$ cat src/rtl/fetch_unit.sv
// fetch_unit: single-outstanding instruction fetch stage.
// Issues one level-sensitive read per instruction (REQ), then drops the request
// for one cycle (GAP) so every request starts with a fresh rising edge. A response
// that lands while decode is stalled is parked in a one-entry buffer. A flush to a
// misaligned target parks the unit in HALT with exception[0] set.
// Optional feature: define FETCH_TRACE_EN to print each instruction handed to decode.
module fetch_unit #(
   parameter logic [31:0] RESET_PC = 32'h0000_0000
) (
   input  logic        clk,
   input  logic        reset,
   output logic [31:0] PC,
   output logic [31:0] instr,
   output logic        pipeline_valid,
   output logic        mem_rd_enable,
   output logic [31:0] mem_rd_addr,
   input  logic        mem_rd_ready,
   input  logic [31:0] mem_rd_data,
   input  logic        stall,
   input  logic        flush,
   input  logic [31:0] flush_addr,
   output logic [1:0]  exception
);

   typedef enum logic [1:0] {StReq, StGap, StHalt} state_t;

   state_t      state_q;
   logic [31:0] fetch_pc_q;
   logic        buf_valid_q;
   logic [31:0] buf_pc_q;
   logic [31:0] buf_instr_q;

   logic        take_rsp;
   logic        flush_aligned;
   logic        load_buf;
   logic        load_mem;
   logic        load_out;
   logic [31:0] load_pc;
   logic [31:0] load_instr;
   logic [31:0] fetch_pc_inc;

   // Decode which source (if any) feeds the decode-facing registers this edge.
   always_comb begin
      take_rsp      = (state_q == StReq) && mem_rd_ready;
      flush_aligned = (flush_addr[1:0] == 2'b00);
      fetch_pc_inc  = fetch_pc_q + 32'd4;
      // The buffer and a live request are mutually exclusive; buffer wins regardless.
      load_buf      = !flush && !stall && buf_valid_q;
      load_mem      = !flush && !stall && take_rsp && !buf_valid_q;
      load_out      = load_buf || load_mem;
      load_pc       = buf_valid_q ? buf_pc_q : fetch_pc_q;
      load_instr    = buf_valid_q ? buf_instr_q : mem_rd_data;
   end

   // Fetch FSM with registered memory request and decode outputs.
   always_ff @(posedge clk) begin
      if (reset) begin
         state_q        <= StGap;
         fetch_pc_q     <= RESET_PC;
         PC             <= 32'h0;
         instr          <= 32'h0;
         pipeline_valid <= 1'b0;
         mem_rd_enable  <= 1'b0;
         mem_rd_addr    <= 32'h0;
         exception      <= 2'b00;
         buf_valid_q    <= 1'b0;
         buf_pc_q       <= 32'h0;
         buf_instr_q    <= 32'h0;
      end else if (flush) begin
         // Redirect beats stall and any response arriving on this edge.
         pipeline_valid <= 1'b0;
         buf_valid_q    <= 1'b0;
         fetch_pc_q     <= flush_addr;
         mem_rd_enable  <= 1'b0;
         if (flush_aligned) begin
            state_q   <= StGap;
            exception <= 2'b00;
         end else begin
            state_q   <= StHalt;
            exception <= 2'b01;
         end
      end else begin
         if (load_out) begin
            PC             <= load_pc;
            instr          <= load_instr;
            pipeline_valid <= 1'b1;
         end else if (!stall) begin
            pipeline_valid <= 1'b0;
         end

         if (load_buf) begin
            buf_valid_q <= 1'b0;
         end

         case (state_q)
            StReq: begin
               // An outstanding request completes even under stall; its data is parked.
               if (take_rsp) begin
                  fetch_pc_q    <= fetch_pc_inc;
                  state_q       <= StGap;
                  mem_rd_enable <= 1'b0;
                  if (stall) begin
                     buf_valid_q <= 1'b1;
                     buf_pc_q    <= fetch_pc_q;
                     buf_instr_q <= mem_rd_data;
                  end
               end
            end
            StGap: begin
               if (!stall) begin
                  state_q       <= StReq;
                  mem_rd_enable <= 1'b1;
                  mem_rd_addr   <= fetch_pc_q;
               end
            end
            StHalt: begin
               mem_rd_enable <= 1'b0;
            end
            default: begin
               state_q       <= StGap;
               mem_rd_enable <= 1'b0;
            end
         endcase
      end
   end

`ifdef FETCH_TRACE_EN
   // Trace each instruction on the edge it is handed to decode.
   always_ff @(posedge clk) begin
      if (!reset && load_out) begin
         $display("FETCH pc=%h instr=%h", load_pc, load_instr);
      end
   end
`endif

endmodule

$ cat config.mk
export PLATFORM = sky130hd
export DESIGN_NAME = fetch_unit
export DESIGN_NICKNAME = d
export VERILOG_FILES = /design/src/rtl/fetch_unit.sv
export SDC_FILE = /design/constraint.sdc
export NUM_CORES = 1
export LEC_CHECK = 0
export CAP_MARGIN = 10
export CORE_MARGIN = 1.5
export CORE_UTILIZATION = 53
export CTS_BUF_LIST = sky130_fd_sc_hd__clkbuf_4 sky130_fd_sc_hd__clkbuf_8
export CTS_CLUSTER_DIAMETER = 40
export CTS_CLUSTER_SIZE = 24
export DETAILED_ROUTE_END_ITERATION = 12
export GPL_ROUTABILITY_DRIVEN = 0
export PLACE_DENSITY = 0.82
export SKIP_CTS_REPAIR_TIMING = 1
export SLEW_MARGIN = 25
export SYNTH_ARGS = -nofsm -noshare
export SYNTH_HDL_FRONTEND = slang
export SYNTH_SLANG_ARGS = --single-unit
$ cat constraint.sdc
create_clock -name clk -period 2.59 [get_ports clk]
set_input_delay 0.259 -clock clk [delete_from_list [all_inputs] [get_ports clk]]
set_output_delay 0.259 -clock clk [all_outputs]
set_load 0.05 [all_outputs]
==> results of run 1 <==
## worst paths after layout
path | start | end | cells past startpoint
worst max-delay path | fetch_pc_q[14]$_SDFFE_PP0P_ | fetch_pc_q[26]$_SDFFE_PP0P_ | 4
worst min-delay path | reset | buf_instr_q[5]$_SDFFE_PP0P_ | 2
worst max register to register | fetch_pc_q[14]$_SDFFE_PP0P_ | fetch_pc_q[26]$_SDFFE_PP0P_ | 4
worst min register to register | mem_rd_addr[29]$_SDFFE_PP0P_ | mem_rd_addr[29]$_SDFFE_PP0P_ | 2
## flip-flops by register name (all words and copies together) (netlist names), 2 cells and up
signal       cells
buf_instr_q     32
instr           32
buf_pc_q        32
state_q          2
PC              32
mem_rd_addr     32
fetch_pc_q      32
## cell usage after synthesis, types with 9 or more instances
| library cell | n | area (um^2) |
|---|---|---|
| nand4_1 | 10 | 62.6 |
| mux2i_1 | 66 | 661 |
| buf_2 | 16 | 80.1 |
| nand2_1 | 213 | 800 |
| a311oi_1 | 15 | 131 |
| nand3_1 | 14 | 70.1 |
| clkbuf_1 | 67 | 251 |
| nor2_1 | 94 | 353 |
| buf_1 | 9 | 33.8 |
| dfxtp_1 | 198 | 3960 |
| a211oi_1 | 71 | 533 |
| a21oi_1 | 107 | 536 |
| inv_1 | 9 | 33.8 |
## through the flow
step,std cells,worst slack [ps],hold WS (ps)
global route,1341,211,357
floorplan,1001,645,395
CTS,1341,340,344
finish,1341,343,343
detailed placement,1310,285,446
global placement,1310,346,441
## cell usage in the layout (no fill, tap or decap), types with 6 or more instances in the layout
master / n
mux2i_1: 66
nand2_1: 213
a311oi_1: 15
nor3_1: 7
a211oi_1: 71
buf_4: 21
nor4_1: 7
or3_1: 6
and4_1: 7
a21oi_1: 107
dfxtp_1: 197
o21ai_0: 8
nand4_1: 10
clkbuf_8: 18
or4_1: 8
clkdlybuf4s50_1: 166
nor2_1: 94
inv_1: 9
nand3_1: 13
o31ai_1: 8
## cell families after synthesis
kind of cell / after synthesis / synth area share
buffers and inverters: 105 / 0.0505
multiplexers: 67 / 0.0806
flip-flops: 198 / 0.476
other: 1 / 0.000450
AND/OR/NAND/NOR: 400 / 0.215
XOR/XNOR: 8 / 0.00841
adder cells (fa/ha/maj): 1 / 0.00150
AO/OA/AOI/OAI: 221 / 0.168
## area by class of cell
class,instances,share of cell area
Clock inverter,8,0.00960
Clock buffer,23,0.0270
Inverter,10,0.00356
Timing Repair Buffer,193,0.183
Tap cell,211,0.0250
Multi-Input combinational cell,698,0.376
Sequential cell,198,0.376
## layer usage
layer / up-vias / GRT usage
met4: 0 / 0.0919
met3: 31 / 0.0486
met5: - / 0
li1: 3721 / -
met1: 3494 / 0.325
met2: 211 / 0.433
## worst max-delay path, stage by stage (launching register included)
cell and delay (ps):
dfxtp_1 490, nand4_1 260, or4_4 640, or3_1 400, a2111oi_1 340
## power by group through the flow
stage | registers, mW | clock network (mW) | logic, mW
3_3_place_gp | 3.31 | 0 | 0.739
2_1_floorplan | 3.42 | 0 | 0.334
3_5_place_dp | 3.31 | 0 | 0.747
5_1_grt | 3.26 | 2.11 | 0.807
4_1_cts | 3.24 | 1.98 | 0.751
6_report | 3.24 | 1.95 | 0.750
==> run_results.csv, run 1 <==
group,metric,value,unit
floorplanning,dieArea,16500,um^2
route,drc,0,
grt,grtUsageTotal,0.255,
yosys,yosysSeqAreaShare,0.476,
timing,rsz0062_at_grt,"no",
pwr,seqPwrFrac,0.545,
route,vias,7457,
critical_path,critical_path_class,"reg -> reg",
pwr,switching_share,0.264,
floorplanning,core_region_area,15300,um^2
timing,finalSetupViolations,0,
layout,final_cell_area,10600,um^2
yosys,ys_types,52,
layout,multiInputGateArea,3970,um^2
route,initialDrtViolationCount,551,
grt,grt_pass1_wl,33800,um
critical_path,critPathRequiredTime,2950,ps
route,m1WireLength,9240,um
yosys,netlist_area,8330,um^2
timing,finalCritPeriodShare,0.867,
grt,grt_remaining_overflow,0,
layout,seqCellArea,3970,um^2
timing,hold_viol,0,
grt,grt_max_degree,115,
clocking,clock_path_buffers,2,
pwr,p_leak,3.35,nW
route,route.detailed.wl_per_inst,15.3,um
critical_path,cp.arrival,2600,ps
pwr,power_density,563,nW/um^2
pwr,irDropWorstVdd,413,uV
timing,finalMaxSlewViolations,0,
timing,fmaxAchievable,0.445,GHz
status,status,"finished clean",
timing,slew_headroom,0.434,
hold_path,holdCritPathClass,"in -> reg",
layout,fill_cells,1249,
yosys,syn_inst,1001,
route,top_layer_used,"met4",
yosys,syn_area_per_cell,8.32,um^2
critical_path,rrSetupSlack,340,ps
timing,setup-tns-final,0,ps
yosys,synth_edf_count,0,
floorplanning,die_height,128,um
floorplanning,die_w,128,um
layout,nNetsFinal,1188,
clocking,clk_latency,470,ps
timing,period_minus_slack,2250,ps
run,drv_cap,0,
pwr,pwr-share-comb,0.126,
grt,antenna_found_initial,0,
critical_path,critPathMaxFanout,12,
route,wl_met2,9880,um
placed_design,port_buffers,167,
pwr,p_total,5.94,mW
layout,layout-drive-gt1-share,0.0611,
timing,finClkSkew,9.47,ps
yosys,syn_nets,1071,
critical_path,crit_path_end_kind,"flop",
placed_design,dp_hpwl,13800,um
clocking,numCtsBuffers,17,
yosys,ys_ff_latch,198,
clocking,cts_num_sinks,198,
route,viasPerCell,5.56,
placed_design,placed_area,10200,um^2
floorplanning,pin_count,169,
route,routed_wirelength,20600,um
route,drt_pass1_iterations,5,
layout,final_util,0.692,
clocking,path_clk_slew,90,ps
grt,grt_pass1_vias,6885,
yosys,synthFlopType,"dfxtp_1",
route,final_antenna_net_count,0,
layout,n_antenna_cell,0,
yosys,async_flop_share,0,
yosys,yosys_warnings,0,
clocking,cts_tree,"done",
clocking,cts-root-buf,"clkbuf_8",
pwr,cellInternalPower,4.37,mW
pwr,power.switching,1.57,mW
pwr,p_clk_frac,0.328,
clocking,h-tree-depth,4,
layout,syn_to_final_growth,26.7,%
floorplanning,rows,45,
timing,worst_pin_slew,849,ps
critical_path,critPathLaunchType,"flop",
floorplanning,start_util,0.546,
route,wl_met3,1030,um
(Power assumes the default switching activity.)
==> run 2: changes to the inputs <==
- CTS_CLUSTER_SIZE: 24 -> 8
- RECOVER_POWER: unset -> 25
==> run_results.csv, run 2 (synthesis results as in run 1) <==
group,metric,value,unit
layout,mostFrequentLayoutCell,"nand2_1",
floorplanning,die_height,128,um
timing,period_minus_slack,2300,ps
clocking,h-tree-depth,4,
clocking,clk_latency,470,ps
critical_path,cp.arrival,2670,ps
floorplanning,core_region_area,15300,um^2
timing,finClkSkew,10.2,ps
placed_design,port_buffers,167,
pwr,power_density,563,nW/um^2
status,violations,"capacitance limit, slew limit",
clocking,cts_num_sinks,198,
grt,grt_pass1_wl,33800,um
status,status,"complete, but fails checks",
clocking,numCtsBuffers,17,
clocking,cts-root-buf,"clkbuf_8",
timing,hold_viol,0,
route,drc,0,
floorplanning,dieArea,16500,um^2
clocking,cts_tree,"done",
timing,finalSetupViolations,0,
critical_path,critPathLaunchType,"input pin",
run,drv_cap,1,
timing,fmaxAchievable,0.435,GHz
grt,grt_max_degree,115,
timing,setup-tns-final,0,ps
grt,antenna_found_initial,0,
floorplanning,die_w,128,um
layout,layout-drive-gt1-share,0.0602,
timing,finalMaxSlewViolations,115,
timing,worst_pin_slew,2320,ps
critical_path,crit_path_end_kind,"flop",
route,route.detailed.wl_per_inst,15.4,um
critical_path,critPathMaxFanout,114,
route,vias,7475,
route,routed_wirelength,20600,um
layout,final_util,0.691,
critical_path,critical_path_class,"in -> reg",
layout,syn_to_final_growth,26.6,%
route,initialDrtViolationCount,551,
placed_design,dp_hpwl,13800,um
route,final_antenna_net_count,0,
floorplanning,start_util,0.546,
timing,finalCritPeriodShare,0.887,
pwr,p_leak,3.36,nW
critical_path,critPathRequiredTime,2960,ps
timing,slew_headroom,-0.545,
floorplanning,rows,45,
timing,rsz0062_at_grt,"no",
layout,nNetsFinal,1188,
route,drt_pass1_iterations,5,
clocking,clock_path_buffers,2,
layout,fill_cells,1252,
grt,grt_pass1_vias,6885,
hold_path,holdCritPathClass,"in -> reg",
layout,final_cell_mix,"nand2_1 (213), dfxtp_1 (197), clkdlybuf4s50_1 (162)",
critical_path,rrSetupSlack,310,ps
grt,grt_remaining_overflow,0,
layout,n_antenna_cell,0,
layout,multiInputGateArea,3970,um^2
floorplanning,pin_count,169,
clocking,path_clk_slew,90,ps
route,viasPerCell,5.57,
layout,seqCellArea,3970,um^2
pwr,irDropWorstVdd,414,uV
grt,grtUsageTotal,0.255,
-- run 2: changes by cell type in the layout (fill, tap and decap cells not counted) --
cell	previous run	this run
dlygate4sd3_1	0	4
clkdlybuf4s50_1	166	162
and3_1	4	5
and3_2	1	0
clkbuf_2	0	1
buf_6	1	0
-- run 2: cell type report --
| class | count | area share |
|---|---|---|
| clock buffer | 23 | 0.0270 |
| clock inverter | 8 | 0.00961 |
| inverter | 10 | 0.00356 |
| multi-input combinational | 698 | 0.376 |
| sequential | 198 | 0.376 |
| tap | 211 | 0.0250 |
| timing repair buffer | 193 | 0.182 |
-- run 2: routing by layer --
layer  part of all wire  vias up  routed length, um  global-route usage
met3              0.052       31               1070              0.0486
met2               0.48      216               9890               0.433
met1               0.45     3507               9220               0.325
met5                  0        -                  0                   0
met4              0.020        0                413              0.0919
li1                   -     3721                  -                   -
-- run 2: stage by stage --
step	instances	hold WS (ps)	worst slack, ps	instance area [um^2]	total power [mW]
final	1341	364	293	10500	5.94
after global routing	1341	357	135	10500	6.18
after CTS	1341	344	340	10600	5.97
after detailed placement	1310	446	285	10200	4.06
after global placement	1310	441	346	10200	4.05
after floorplan	1001	395	645	8330	3.75
-- run 2: critical path: stages --
cell and delay (ps):
clkbuf_2 1600, buf_4 510, a21oi_1 110, o21a_1 130
-- run 2: path summary, 6_finish.rpt --
| path | from | endpoint | cells after the start |
|---|---|---|---|
| max | reset | exception[0]$_SDFFE_PP0P_ | 4 |
| min | mem_rd_data[24] | buf_instr_q[24]$_SDFFE_PP0P_ | 3 |
| min reg2reg | mem_rd_addr[29]$_SDFFE_PP0P_ | mem_rd_addr[29]$_SDFFE_PP0P_ | 2 |
| max reg2reg | fetch_pc_q[13]$_SDFFE_PP0P_ | fetch_pc_q[26]$_SDFFE_PP0P_ | 4 |
-- run 2: power by group --
group	leakage [nW]	switching [mW]	internal [mW]
combinational	1.55	0.443	0.307
clock	0.193	1.02	0.929
sequential	1.61	0.103	3.14
total	3.36	1.57	4.37
